$ cat config.mk
export PLATFORM = sky130hd
export DESIGN_NAME = fb_port_arbiter
export DESIGN_NICKNAME = d
export VERILOG_FILES = /design/src/rtl/fb_port_arbiter.sv
export SDC_FILE = /design/constraint.sdc
export NUM_CORES = 1
export LEC_CHECK = 0
export ABC_AREA = 1
export CAP_MARGIN = 10
export CORE_AREA = 4 4 81 83
export DETAILED_ROUTE_END_ITERATION = 7
export DIE_AREA = 0 0 85 87
export PLACE_DENSITY_LB_ADDON = 0.1
export SYNTH_ARGS = -nofsm -noshare
export SYNTH_HDL_FRONTEND = slang
export SYNTH_SLANG_ARGS = --single-unit
$ cat constraint.sdc
create_clock -name clock -period 3.5 [get_ports clock]
set_clock_uncertainty 0.1 [all_clocks]
set_input_delay 0.35 -clock clock [delete_from_list [all_inputs] [get_ports clock]]
set_output_delay 0.35 -clock clock [all_outputs]
set_load 0.03 [all_outputs]
$ cat src/rtl/fb_port_arbiter.sv
`default_nettype none
// ============================================================================
//  Module      : fb_port_arbiter
//  Description : Single-port frame-buffer BRAM arbiter. Shares the port
//                between scan-out reads (never stalled), a full-screen clear
//                engine and valid/ready renderer writes.
//                Fixed priority: read > clear > renderer write.
//  Revision    : 1.0  initial release
// ============================================================================
module fb_port_arbiter #(
  parameter int ADDR_W   = 17,
  parameter int DATA_W   = 16,
  parameter int FB_WORDS = 76800
) (
  input  logic              clock,
  input  logic              reset,
  input  logic              rd_req,
  input  logic [ADDR_W-1:0] rd_addr,
  output logic [DATA_W-1:0] rd_data,
  output logic              rd_valid,
  input  logic              wr_valid,
  input  logic [ADDR_W-1:0] wr_addr,
  input  logic [DATA_W-1:0] wr_data,
  output logic              wr_ready,
  output logic              wr_dropped,
  input  logic              clear_start,
  input  logic [DATA_W-1:0] clear_color,
  output logic              clear_busy,
  output logic              clear_done,
  output logic [ADDR_W-1:0] bram_addr,
  output logic [DATA_W-1:0] bram_din,
  output logic              bram_we,
  input  logic [DATA_W-1:0] bram_dout
);

  localparam logic [0:0] ST_IDLE  = 1'b0;
  localparam logic [0:0] ST_CLEAR = 1'b1;

  // Frame limits at address width so every comparison is unsigned.
  localparam logic [ADDR_W-1:0] FB_LIMIT  = ADDR_W'(FB_WORDS);
  localparam logic [ADDR_W-1:0] LAST_ADDR = ADDR_W'(FB_WORDS - 1);

  logic [0:0]        state;
  logic [0:0]        state_next;
  logic [ADDR_W-1:0] clr_cnt;
  logic [DATA_W-1:0] clr_color;
  logic              wr_in_range;
  logic              wr_accept;
  logic              clear_step;
  logic              clear_last;

  // Renderer is only offered slots the read port and clear engine leave free.
  assign wr_ready    = ~rd_req & (state == ST_IDLE) & ~reset;
  assign wr_accept   = wr_valid & wr_ready;
  assign wr_in_range = (wr_addr < FB_LIMIT);
  // Clear advances only in cycles the scan-out read leaves the port idle.
  assign clear_step  = (state == ST_CLEAR) & ~rd_req;
  assign clear_last  = clear_step & (clr_cnt == LAST_ADDR);
  assign rd_data     = bram_dout;

  // State register.
  always_ff @(posedge clock) begin
    if (reset) begin
      state <= ST_IDLE;
    end else begin
      state <= state_next;
    end
  end

  // Next-state: start a clear from idle, return once the last word is written.
  always_comb begin
    state_next = state;
    case (state)
      ST_IDLE:  if (clear_start) state_next = ST_CLEAR;
      ST_CLEAR: if (clear_last)  state_next = ST_IDLE;
      default:  state_next = ST_IDLE;
    endcase
  end

  // Output mux onto the BRAM port; writes are suppressed during reset.
  always_comb begin
    bram_addr = wr_addr;
    bram_din  = wr_data;
    bram_we   = 1'b0;
    if (rd_req) begin
      bram_addr = rd_addr;
    end else if (state == ST_CLEAR) begin
      bram_addr = clr_cnt;
      bram_din  = clr_color;
      bram_we   = 1'b1;
    end else begin
      bram_we   = wr_valid & wr_in_range;
    end
    if (reset) begin
      bram_we = 1'b0;
    end
  end

  // Clear counter, latched colour and registered status pulses.
  always_ff @(posedge clock) begin
    if (reset) begin
      clr_cnt    <= '0;
      clr_color  <= '0;
      clear_busy <= 1'b0;
      clear_done <= 1'b0;
      rd_valid   <= 1'b0;
      wr_dropped <= 1'b0;
    end else begin
      rd_valid   <= rd_req;
      wr_dropped <= wr_accept & ~wr_in_range;
      clear_done <= clear_last;
      if ((state == ST_IDLE) && clear_start) begin
        clr_color  <= clear_color;
        clr_cnt    <= '0;
        clear_busy <= 1'b1;
      end else if (clear_last) begin
        clr_cnt    <= '0;
        clear_busy <= 1'b0;
      end else if (clear_step) begin
        clr_cnt    <= clr_cnt + ADDR_W'(1);
      end
    end
  end

endmodule
`default_nettype wire
# Yosys cells after proc, flatten, opt, wreduce, memory -nomap -nowiden
# Index checks and enable logic that the tools add are counted.
totals:
  out_inout_bits: 55
  regBits: 38
classes:
  n_mux: 12
  eq_ne: 1
  reduce_logical: 3
  n_lt_le_gt_ge: 1
  n_bitwise: 11
  n_addsub: 1
ops:
  columns: ["op", "n"]
  rows:
  - ["$mux 17", 2]
  - ["$mux 16", 2]
  - ["$add 17x1->17 const B", 1]
  - ["$eq 17x17->1 const B", 1]
  - ["$lt 17x17->1 const B", 1]
  - ["$and 1x1->1", 7]
  - ["$mux 1", 7]
  - ["$not 1->1", 4]
  - ["$reduce_or 3->1", 1]
  - ["$pmux 1 s2", 1]
  - ["$reduce_bool 2->1", 1]
  - ["$logic_and 1x1->1", 1]

# Longest topological paths before layout
depth:
  word_depth: 5
  ltp_mapped: 9
  mapped_depth_nobuf: 9

# Worst setup path before layout
# Ideal clock, no wire load.
synth_path:
  kind: "input to output"
  start: "input port rd_req"
  end: "output port bram_addr[14]"
  slack_ps: 1593
  path_buffers: 2
  arrival_ps: 1457
  stages: 5
  path_cell_list: "buf_2 > nor2_8 > inv_2 > buf_2 > o211ai_1"
synth_via:
  elab_chain_cells: 1
synth_lines:
  columns: ["element", "line", "text"]
  rows:
  - ["start, declared", "17", "input logic rd_req,"]
  - ["$mux 17", "85", "if (rd_req) begin"]
  - ["end, declared", "30", "output logic [ADDR_W-1:0] bram_addr,"]
# No other way between the ends.

# Worst setup path after layout
layout_path:
  start: "input port rd_req"
  end: "output port bram_din[8]"
layout_via:
  elab_chain_cells: 1
layout_lines:
  columns: ["element", "line", "text"]
  rows:
  - ["$mux 16", "85", null]
  - ["end, declared", "31", "output logic [DATA_W-1:0] bram_din,"]
# No other way between the ends.

==> results.json <==
{
  "holdPathEnd": "clr_color[11]",
  "power.switching_w": 0.000357,
  "timing.fmax_mhz": 361,
  "port_buffers": 109,
  "r2r_cells": 5,
  "switching_share": 0.314,
  "grt_first_pass_wirelength_mm": 11.2,
  "min_period_ps": 2770,
  "arrival_ps": 2320,
  "r2r_start": "state",
  "grt_max_degree": 27,
  "drt_iter0_drc": 103,
  "cp_cell_sequence": "clkdlybuf4s50_1, nor2_8, inv_2, nand2_1, nand2_1, clkdlybuf4s50_1",
  "endpoint_kind": "primary output",
  "area_delta_synth_final_pct": 48.0,
  "core_area_mm2": 0.00585,
  "tritoncts": "built",
  "p_clk_frac": 0.278,
  "r2r_end": "clr_color[14]",
  "final_util": 0.577,
  "start_kind": "input port",
  "syn_area_mm2": 0.00228,
  "clk_path_buf_depth": 2,
  "leakage_nw": 1.37,
  "die_area_mm2": 0.00740,
  "antenna_cells": 0,
  "nets": 538,
  "setup_violations": 0,
  "ir_drop_mv": 0.196,
  "pwr-share-seq": 0.410,
  "place_congestion": 0.851,
  "grt_usage": 0.187,
  "die_w_um": 85,
  "drv_cap": 0,
  "root_buffer": "clkbuf_8",
  "path_clk_slew_ps": 70,
  "netlist.area_leader.share": 0.333,
  "ys_warn_count": 0,
  "crit_fanout": 26,
  "worst_slew_pin_slew_ps": 616,
  "ys_types": 25,
  "ys_top_cells_by_area": "dfxtp_1 33%, nand2_1 19%, nor2_1 9.9%, buf_4 5.6%, o21ai_0 5.3%",
  "grt_pass1_vias": 2293,
  "r2r_slack_ps": 1550,
  "dp_hpwl_mm": 5.57,
  "yosysTopAreaCell": "dfxtp_1",
  "routed_wl_mm": 7.09,
  "cts_sinks": 38,
  "rsz0062_at_grt": "false",
  "outcome": "completed",
  "layout-drive-gt1-share": 0.0754,
  "synth.net_count": 446,
  "cts_hold_buf": 0,
  "numCtsBuffers": 5,
  "required_ps": 3050,
  "ioPinCount": 142,
  "hold_viol_final": 0,
  "ys_seq_elements": 38,
  "avgSynthCellArea_um2": 6.37,
  "syn_inst": 358,
  "report.final.slew_viol_count": 0,
  "worstHoldStart": "clr_color[11]",
  "max_stage_delay_ps": 670,
  "post_cts_buffers": 0,
  "drc": 0,
  "ys_seq_area_frac": 0.333,
  "die_height_um": 87,
  "min_path_cells": 2,
  "whs_ps": 386,
  "insertion_delay_ps": 290,
  "pwr-share-comb": 0.312,
  "fp-row-count": 28,
  "start_util": 0.390,
  "ctsResizeCount": 0,
  "wl_per_cell_um": 13.5,
  "htree_levels": 2,
  "firstDrtPassIters": 5,
  "via_per_inst": 4.74,
  "gr-total-overflow": 0,
  "p_per_area_mw_per_mm2": 337,
  "antenna_found_initial": 0,
  "hp-class": "flop to flop",
  "postRouteAntennaNets": 0,
  "timing.final.crit_share": 0.791,
  "path_class": "input port to primary output",
  "tns_ps": 0,
  "cp_slowest_cell": "clkdlybuf4s50_1",
  "relSlewSlack": 0.588,
  "p_int_w": 0.000780,
  "vias": 2494
}
-- per-stage QoR --
step	total power, W	instance area, um2	std cells	setup WS [ps]
after detailed placement	0.000835	3290	518	720
after global placement	0.000833	3290	518	770
after global routing	0.00119	3380	526	592
after CTS	0.00114	3380	526	715
final	0.00114	3380	526	733
after floorplan	0.000695	2280	358	1590
-- worst max path at each step --
| stage | startpoint | end | slack (ps) |
|---|---|---|---|
| 6_report | rd_req | bram_din[8] | 730 |
| 5_1_grt | rd_req | bram_din[2] | 590 |
| 4_1_cts | rd_req | bram_din[8] | 710 |
| 3_5_place_dp | rd_req | bram_din[8] | 720 |
| 3_3_place_gp | rd_req | bram_din[3] | 770 |
| 2_1_floorplan | rd_req | bram_addr[14] | 1590 |
-- cells in the mapped netlist, drive strengths merged --
master	n
nand4	9
nand3	23
o211ai	6
dfxtp	38
a21oi	10
xor2	4
nor2	64
xnor2	3
buf	27
o21ai	24
clkbuf	2
inv	29
ha	1
nand2	114
o221ai	4
-- state kept, by name, indices dropped and copies added (netlist names) --
name / cells
clr_color: 16
wr_dropped: 1
state: 1
rd_valid: 1
clear_done: 1
clear_busy: 1
clr_cnt: 17
-- kinds of logic after synthesis --
family                     Yosys count  share of synthesized area
and+or+nand+nor                    210                      0.391
buffers and inverters               58                      0.132
AOI/OAI and AO/OA                   44                      0.111
DFF                                 38                      0.333
xor gates and xnor gates             7                     0.0269
adders and majority gates            1                    0.00548
-- cells in the final DEF, fill, tap and decap left out --
cell	Yosys	routed
o221ai_1	4	4
nor2_2	2	2
nand2_2	1	1
clkbuf_1	2	1
xnor2_1	3	3
buf_4	17	16
ha_1	1	1
clkdlybuf4s50_1	0	98
inv_2	2	2
inv_1	27	27
nor2_4	1	1
o211ai_1	6	6
nand3_1	20	20
clkinv_2	0	1
clkbuf_8	0	6
a21oi_2	1	1
dfxtp_1	38	38
a21oi_1	9	9
nor2_8	1	1
nand3_2	2	2
o21ai_0	24	24
nor2_1	60	60
nand4_1	9	9
nand2_1	113	113
nand3_4	1	1
xor2_1	4	4
-- critical path: cells and delay by family --
| kind | cells | cell delay [ps] |
|---|---|---|
| buffers and inverters | 3 | 1690 |
| AND/OR/NAND/NOR | 3 | 270 |
-- power by group through the flow --
stage               registers [W]  logic (W)  clock network, W
global route             0.000469   0.000385          0.000339
detailed placement       0.000476   0.000358                 0
global placement         0.000476   0.000357                 0
finish                   0.000466   0.000355          0.000316
CTS                      0.000466   0.000360          0.000319
floorplan                0.000478   0.000217                 0
-- cell type report --
type,instances,area (um2)
fillers,594,2470
multi-input cells,262,1220
repair buffers,114,1100
flip-flops and latches,38,761
inverters,29,109
well taps,75,93.8
clock buffers,7,86.3
clock inverters,1,5.00
-- routing by layer --
layer,vias to the layer above,wire (um),GRT usage
li1,1305,-,-
met3,16,436,0.0464
met4,0,119,0.0662
met5,-,0,0
met2,80,3270,0.295
met1,1093,3270,0.249
No activity file was read; power rests on OpenSTA's default activity.
==> patch, RTL diff (config.mk and constraints unchanged) <==
Change the parameter `ADDR_W` from 17 to 25.
--- a/src/rtl/fb_port_arbiter.sv
+++ b/src/rtl/fb_port_arbiter.sv
@@ -9,5 +9,5 @@
 // ============================================================================
 module fb_port_arbiter #(
-  parameter int ADDR_W   = 17,
+  parameter int ADDR_W   = 25,
   parameter int DATA_W   = 16,
   parameter int FB_WORDS = 76800
Ports: changed (resized bram_addr, rd_addr and wr_addr); port bits go from 142 to 166. No check against the original RTL was run, so the function may have changed too.
==> patch against the unedited design <==
  * Worst setup slack better by 20 ps
  * Design area grew 28%
  * Sequential cell count grew 8
  * Power grew 19%
  * Wire length rose by 36%
  * Synthesized area grew 33%
  * Count of clock-buffer cells in the layout shrank 1
  * Clock power grew 27%
  * Die area unchanged
  * Largest cell class unchanged
  * Critical path depth decreased by 1
  * First-iteration DRC count grew 63%
==> patch: results (changes against the unedited design) <==
- Result of the run: finished clean (unchanged).
- Most common library cells after synthesis: 180 x nand2_1, 92 x nor2_1, 48 x inv_1 (was 113 x nand2_1, 60 x nor2_1, 38 x dfxtp_1).
- The register area share after synthesis came to 0.3029 (was 0.3333).
- Largest registers: clr_cnt: 25 flops, clr_color: 16 flops (was clr_cnt: 17 flops, clr_color: 16 flops).
- The number of clock-tree buffers in the layout was 6 (was 7).
- The worst-case hold slack is 391.0 ps (was 386.0 ps).
- The worst-case vdd ir drop is 0.0001995 V (was 0.0001957 V).
- The global routing usage on met1 is 0.3052 (was 0.2494).
- The per-instance average area after synthesis is 6.009 um2 (was 6.375 um2).
- The via count of the first global-routing pass came to 3,491 (was 2,293).
- The post-detailed-routing wire length is 9658 um (was 7093 um).
- The vias after detailed routing is 3,580 (was 2,494).
- The adder-cell share of the synthesized area came to 0.004115 (was 0.005482).
- The placed standard-cell area is 4220 um2 (was 3286 um2).
- The total met3 wirelength after detailed routing is 856 um (was 436 um).
- The non-clock buffer total of the final layout is 136 (was 114).
- The number of nets at the end of the flow is 721 (was 538).
- The half-perimeter wire length of the detailed placement result is 7563 um (was 5569 um).
- The met2 wire length is 4690 um (was 3266 um).
- The slowest cell on the critical path is nor2_2 (was clkdlybuf4s50_1).
- The cell area after layout is 4330 um2 (was 3377 um2).
- The number of inserted filler cells in the final layout is 492 (was 594).
- The routing usage on met3 was 0.06149 (was 0.04636).
- The number of detailed-routing iterations run before antenna repair is 6 (was 5).
- The synthesized-area fraction occupied by ao, oa, aoi and oai cells was 0.08848 (was 0.1113).
- The count of unique library cells instantiated by Yosys was 27 (was 25).
- The count of cells along the worst register-to-register path came to 6 (was 5).
- The total instance count after detailed placement is 685 (was 518).
- The pre-CTS setup slack is 775.9 ps (was 719.6 ps).
- The met2 capacity usage during global routing was 0.4703 (was 0.2952).
- The number of sinks handled by clock tree synthesis was 46 (was 38).
- The quantity of I/O buffers inserted on ports came to 133 (was 109).
- The worst hold path startpoint is clr_color[14] (was clr_color[11]).
- The share of layout cells above drive strength 1 is 0.1068 (was 0.07539).
- The data arrival time of the critical path is 2300 ps (was 2320 ps).
- The count of multi-input combinational gates is 377 (was 262).
- The placer congestion estimate came to 0.8883 (was 0.8510).
- The non-clock buffering overhead in the final layout is 0.2976 (was 0.3260).
- The met1 routed wirelength after detailed routing is 4014 um (was 3271 um).
- The count of inverters other than clock inverters in the layout is 51 (was 29).
- The slack of the worst reg-to-reg path was 1470 ps (was 1550 ps).
- The time the final worst path needs with I/O delays and setup is 2747 ps (was 2767 ps).
- The all-layer global routing usage is 0.2588 (was 0.1874).
- The pin count of the biggest net entering global routing came to 29 (was 27).
- The delay of the slowest cell on the worst path is 630 ps (was 670 ps).
- The number of nets produced by synthesis came to 610 (was 446).
- The final-layout clock-cell area share came to 0.02543 (was 0.02705).
[patch: cell types whose count changed after synthesis, sizes merged, moves of 3 or more]
cell / delta
xor2: +5
o211ai: +5
nand4: -5
xnor2: -3
dfxtp: +8
o21ai: -4
nand3: +10
a21oi: -7
nor2: +37
inv: +22
nor3: +4
nand2: +66
o221ai: +3
[patch: how the worst max path moves through the flow]
stage,from,depth (start not counted),to
final,rd_req,5,bram_addr[14]
after detailed placement,rd_req,5,bram_addr[22]
after CTS,rd_req,5,bram_addr[14]
after global placement,rd_req,5,bram_addr[22]
after floorplan,rd_req,6,bram_addr[21]
after global routing,rd_req,5,bram_addr[14]
[patch: where the power goes]
part / leakage (nW) / internal (mW) / switching [mW]
registers: 0.375 / 0.542 / 0.0123
logic: 1.46 / 0.186 / 0.213
clock network: 0.0514 / 0.213 / 0.187
total: 1.89 / 0.941 / 0.412
